[src/rtl/crossy_pkg.sv]
// Shared constants for the crossy-road game: FSM state encoding and palette.
package crossy_pkg;

  typedef enum logic [1:0] {
    ST_IDLE = 2'd0,
    ST_PLAY = 2'd1,
    ST_HIT  = 2'd2,
    ST_OVER = 2'd3
  } game_state_e;

  // 8-bit RRRGGGBB palette; the hit flash reuses the chicken's yellow
  localparam logic [7:0] COL_BLACK  = 8'h00;
  localparam logic [7:0] COL_WHITE  = 8'hFF;
  localparam logic [7:0] COL_GREEN  = 8'h1C;
  localparam logic [7:0] COL_RED    = 8'hE0;
  localparam logic [7:0] COL_YELLOW = 8'hFC;
  localparam logic [7:0] COL_FLASH  = COL_YELLOW;

  function automatic logic beats_high(input logic [7:0] score_v, input logic [7:0] high_v);
    return score_v > high_v;
  endfunction

endpackage

[src/rtl/btn_debounce.sv]
// Button conditioner: two-flop synchronizer, stability counter and a
// one-cycle pulse on each accepted rising level.
module btn_debounce #(
  parameter int unsigned DEBOUNCE_CYCLES = 250000,
  parameter int unsigned DB_W            = 18
) (
  input  logic clk,
  input  logic reset,
  input  logic btn_i,
  output logic press_o
);

  localparam logic [DB_W-1:0] CNT_LAST = DB_W'(DEBOUNCE_CYCLES - 1);
  localparam logic [DB_W-1:0] CNT_ONE  = DB_W'(1);

  logic            sync0_q, sync1_q;
  logic            level_q, level_d, level_prev_q;
  logic            press_q;
  logic [DB_W-1:0] cnt_q, cnt_d;

  always_comb begin
    level_d = level_q;
    cnt_d   = {DB_W{1'b0}};
    if (sync1_q == level_q) begin
      cnt_d = {DB_W{1'b0}};
    end else if (cnt_q == CNT_LAST) begin
      cnt_d   = {DB_W{1'b0}};
      level_d = ~level_q;
    end else begin
      cnt_d = cnt_q + CNT_ONE;
    end
  end

  always_ff @(posedge clk) begin
    if (reset) begin
      sync0_q      <= 1'b0;
      sync1_q      <= 1'b0;
      level_q      <= 1'b0;
      level_prev_q <= 1'b0;
      cnt_q        <= {DB_W{1'b0}};
      press_q      <= 1'b0;
    end else begin
      sync0_q      <= btn_i;
      sync1_q      <= sync0_q;
      level_q      <= level_d;
      level_prev_q <= level_q;
      cnt_q        <= cnt_d;
      press_q      <= level_q & ~level_prev_q;
    end
  end

  assign press_o = press_q;

endmodule

[src/rtl/game_ctrl.sv]
// Game-flow sequencer: gated move pulses, per-frame collision decision,
// hit-flash / game-over sequence, datapath reset and high score.
module game_ctrl
  import crossy_pkg::*;
#(
  parameter int unsigned DEBOUNCE_CYCLES = 250000,
  parameter int unsigned DB_W            = 18,
  parameter int unsigned HIT_FRAMES      = 60,
  parameter int unsigned FLASH_FRAMES    = 8
) (
  input  logic       clk,
  input  logic       reset,
  input  logic       move_btn,
  input  logic       frame_start,
  input  logic       collision,
  input  logic [7:0] score,
  output logic       move_pulse,
  output logic       game_rst,
  output logic [1:0] state,
  output logic       flash,
  output logic [7:0] high_score
);

  localparam int unsigned CW = (HIT_FRAMES > 1) ? $clog2(HIT_FRAMES) : 1;

  game_state_e   state_q;
  logic          move_pulse_q, game_rst_q, flash_q, latch_q;
  logic [7:0]    high_q;
  logic [CW-1:0] hit_cnt_q;

  logic          press_s, hit_now_s, hit_last_s, flash_tick_s;
  logic [31:0]   cnt_inc_s;

  btn_debounce #(
    .DEBOUNCE_CYCLES (DEBOUNCE_CYCLES),
    .DB_W            (DB_W)
  ) u_btn (
    .clk     (clk),
    .reset   (reset),
    .btn_i   (move_btn),
    .press_o (press_s)
  );

  // A collision in the frame_start cycle still belongs to the ending frame
  assign hit_now_s    = frame_start & (latch_q | collision);
  assign cnt_inc_s    = 32'(hit_cnt_q) + 32'd1;
  assign hit_last_s   = (32'(hit_cnt_q) == (HIT_FRAMES - 32'd1));
  assign flash_tick_s = ((cnt_inc_s % FLASH_FRAMES) == 32'd0);

  always_ff @(posedge clk) begin
    if (reset) begin
      state_q      <= ST_IDLE;
      move_pulse_q <= 1'b0;
      game_rst_q   <= 1'b1;
      flash_q      <= 1'b0;
      latch_q      <= 1'b0;
      high_q       <= 8'd0;
      hit_cnt_q    <= {CW{1'b0}};
    end else begin
      move_pulse_q <= 1'b0;
      game_rst_q   <= 1'b0;
      latch_q      <= 1'b0;
      case (state_q)
        ST_IDLE: begin
          if (press_s) state_q <= ST_PLAY;
          else         state_q <= ST_IDLE;
        end
        ST_PLAY: begin
          move_pulse_q <= press_s & ~hit_now_s;
          if (hit_now_s) begin
            state_q   <= ST_HIT;
            hit_cnt_q <= {CW{1'b0}};
            flash_q   <= 1'b1;
            if (beats_high(score, high_q)) high_q <= score;
            else                           high_q <= high_q;
          end else if (frame_start) begin
            latch_q <= 1'b0;
          end else begin
            latch_q <= latch_q | collision;
          end
        end
        ST_HIT: begin
          if (frame_start) begin
            if (hit_last_s) begin
              state_q   <= ST_OVER;
              flash_q   <= 1'b0;
              hit_cnt_q <= {CW{1'b0}};
            end else begin
              hit_cnt_q <= hit_cnt_q + CW'(1);
              if (flash_tick_s) flash_q <= ~flash_q;
              else              flash_q <= flash_q;
            end
          end else begin
            state_q <= ST_HIT;
          end
        end
        ST_OVER: begin
          if (press_s) begin
            state_q    <= ST_IDLE;
            game_rst_q <= 1'b1;
          end else begin
            state_q <= ST_OVER;
          end
        end
        default: state_q <= ST_IDLE;
      endcase
    end
  end

  assign move_pulse = move_pulse_q;
  assign game_rst   = game_rst_q;
  assign state      = state_q;
  assign flash      = flash_q;
  assign high_score = high_q;

endmodule

[config.mk]
export PLATFORM = sky130hd
export DESIGN_NAME = game_ctrl
export DESIGN_NICKNAME = d
export VERILOG_FILES = /design/src/rtl/crossy_pkg.sv /design/src/rtl/btn_debounce.sv /design/src/rtl/game_ctrl.sv
export SDC_FILE = /design/constraint.sdc
export NUM_CORES = 1
export LEC_CHECK = 0
export BUFFER_PORTS_ARGS = -buffer_cell sky130_fd_sc_hd__buf_2
export CAP_MARGIN = 15
export CORE_AREA = 2 2 83 53
export CTS_CLUSTER_SIZE = 8
export DETAILED_ROUTE_END_ITERATION = 8
export DIE_AREA = 0 0 85 55
export PLACE_DENSITY = 0.77
export SKIP_CTS_REPAIR_TIMING = 1
export SYNTH_ARGS = -nofsm -noshare
export SYNTH_HDL_FRONTEND = slang
export SYNTH_HIERARCHICAL = 1
export SYNTH_SLANG_ARGS = --single-unit
[constraint.sdc]
create_clock -name clk -period 2.1 [get_ports clk]
set_input_delay 0.42 -clock clk [delete_from_list [all_inputs] [get_ports clk]]
set_output_delay 0.42 -clock clk [all_outputs]
set_load 0.005 [all_outputs]
==> out/metrics.csv <==
metric,value,unit
syn_nets,257,
worst hold path stage count,2,
CP startpoint kind,register,
CTS sink cnt,43,
Setup CP Type,register to register,
"Cell Area, Placed",2360,um^2
Synth-to-Final Area Change,14.3,%
Via density,5.23,
CTS tree,done,
initial core utilization,55.0,%
Setup crit start,high_score[6],
Reg power frac,53.0,%
layout cell share with drive strength beyond 1,18.2,%
post-synth top area cell,dfxtp_1,
total negative slack,0,ns
core area,3940,um^2
final setup fails,0,
clock network power share,42.5,%
leakage power figure,0.923,nW
Total Power,1.55,mW
drt drc,0,
Critical Path RT,2.32,ns
Area contributors post-synth,"dfxtp_1 40%, ha_1 6.3%, nor2_1 5.7%",
combinational cell fraction of total power,4.6,%
Post-Route WL,4.01,mm
port bufs,25,
H-tree depth,2,
Clock Tree Buf Depth,2,
Setup Skew,0.00615,ns
share of the synthesized area in the top cell type,39.7,%
die width,85,um
Final Hold Viols,0,
Clock Pin Slew Worst Setup and Hold Paths,0.08,ns
FMAX,539,MHz
DP Worst Slack,0.117,ns
crit-path max FO,8,
Mapped Cells,233,
worst hold path type,primary input to register,
"Seq/Total Area, Yosys",39.7,%
global-route wire length before repair,6.42,mm
Post-Layout Cell Count,314,
yosys warns,6,
number of buffers created by CTS,5,
Routed Antenna Nets,0,
largest net degree at the start of global routing,25,
wire length per cell,12.8,um
Ports,26,
dpl cells,306,
RePlAce Congestion,0.863,
DR iter-0 viols,46,
GRT overflow,0,
VDD IR max,0.000452,V
# fillers,323,
cell area after layout,2480,um^2
Int Pwr,1.24,mW
sw frac,20.1,%
"slowest stage delay, CP",0.37,ns
max-slew violations,0,
number of detailed-route iterations in the first pass,4,
Mapped Area,2170,um^2
DP HPWL,2.97,mm
total number of vias,1642,
RSZ-0062 raised after global routing,no,
Final nets,287,
DIE AREA,4680,um^2
Final Cycle Share,88.4,%
Least-Margin Pin Slew,0.476,ns
Hold WS,0.384,ns
row count,18,
"Core Util, Final",62.9,%
Die Span Y,55,um
slowest CP cell,dfxtp_1,
pwr dens,624,nW/um^2
synthesized flop and latch total,43,
post-synthesis area per instance,9.31,um^2
worst r2r src,high_score[6],
Yosys cell types,44,
Hold Startpoint,move_btn,
GRT Util Overall,17.6,%
setup slack after layout,0.244,ns
ant diodes,0,
antenna violations before repair,0,
status,finished clean,
cell chain of the critical path,inv_1 > ha_1 > nand2_1 > o21a_1 > a211o_1 > a31oi_4 > buf_12 > mux2i_1,
CP arrival,2.08,ns
switching power,0.312,mW
max_cap viols,0,
number of global-route vias before repair,1348,
Hold Path Sink,u_btn/sync0_q,
Clock Latency Late Sink,0.29,ns
Max-slew headroom,68.1,%
Worst R2R End,high_score[6],
Root Buffer,clkbuf_8,
min Tclk post-route,1.86,ns
CP Capture Type,register,
R2R depth,8,
flop-to-flop setup slack,0.24,ns
==> worst max path at each step <==
stage | to | slack, ns | depth (start not counted)
after floorplan | high_score[0] | 0.26 | 6
after global placement | high_score[7] | 0.15 | 8
after detailed placement | high_score[3] | 0.12 | 8
after CTS | high_score[6] | 0.24 | 8
after global routing | high_score[5] | 0.12 | 8
final | high_score[6] | 0.24 | 8
==> state kept, by name, indices dropped and copies added, names as in the netlist, 2 cells and up <==
signal and flops:
state 2, u_btn/cnt_q 18, high_score 8, hit_cnt_q 6
==> cell type report <==
| type | count | area [um^2] | share of cell area [%] |
|---|---|---|---|
| clock inverters | 2 | 35.0 | 1.41 |
| multi-input cells | 172 | 1220 | 49.4 |
| inverters | 12 | 45.0 | 1.82 |
| clock buffers | 6 | 82.6 | 3.33 |
| well taps | 50 | 62.6 | 2.53 |
| flip-flops and latches | 43 | 861 | 34.7 |
| repair buffers | 29 | 168 | 6.77 |
==> worst max-delay path, delay by kind of cell, from the launching register on <==
| family | cells | cell delay, ns |
|---|---|---|
| AOI/OAI and AO/OA | 3 | 0.70 |
| adders and majority gates | 1 | 0.29 |
| buffers and inverters | 2 | 0.21 |
| DFF | 1 | 0.37 |
| muxes | 1 | 0.17 |
| and+or+nand+nor | 1 | 0.05 |
==> power groups by stage <==
stage | registers (mW) | clock network [mW] | logic, mW
4_1_cts | 0.819 | 0.669 | 0.0706
6_report | 0.819 | 0.657 | 0.0706
2_1_floorplan | 0.839 | 0 | 0.0414
3_3_place_gp | 0.839 | 0 | 0.0695
3_5_place_dp | 0.839 | 0 | 0.0696
5_1_grt | 0.820 | 0.708 | 0.0792
==> placed cells by master, fill, tap and decap left out, types with 10 or more instances in the layout <==
master,netlist,routed
nor2_1,33,33
mux2i_1,10,10
dfxtp_1,43,43
nand2b_1,19,19
nand2_1,10,10
ha_1,11,11
nand4_1,11,11
xor2_1,12,12
inv_1,12,12
buf_2,0,25
==> cells by family (layout without fill, tap and decap cells) <==
group | count (synthesis) | after routing | share of synthesized area [%]
flops | 43 | 43 | 39.7
simple gates | 105 | 105 | 27.5
mux | 11 | 11 | 5.14
compound gates | 25 | 25 | 9.35
buf+inv | 18 | 49 | 3.87
fa+ha+maj | 11 | 11 | 6.35
xor+xnor | 20 | 20 | 8.08
==> cell usage after synthesis (all sizes together) <==
library cell   n
and4           3
nor2b          5
a31oi          1
o21ai          4
nor4b          3
mux2           1
o21a           2
mux2i         10
and3           2
a211o          1
o21bai         1
xor2          12
ha            11
xnor2          8
a21oi          7
nand4         11
nor4           4
a22oi          1
buf            2
nand3b         1
nor3           2
a31o           1
or4b           2
and2           1
a211oi         1
nand2         10
clkbuf         4
inv           12
a2bb2oi        1
nand3          7
o41ai          3
o211ai         1
a311oi         1
nand2b        21
nor2          33
dfxtp         43
==> routing by layer <==
layer	vias up	routed length (um)	GRT usage, %
li1	870	-	-
met1	729	2290	27.8
met2	43	1510	22.5
met3	0	205	4.45
met4	0	0	5.56
met5	-	0	0
Power figures use the tool's default switching activity.
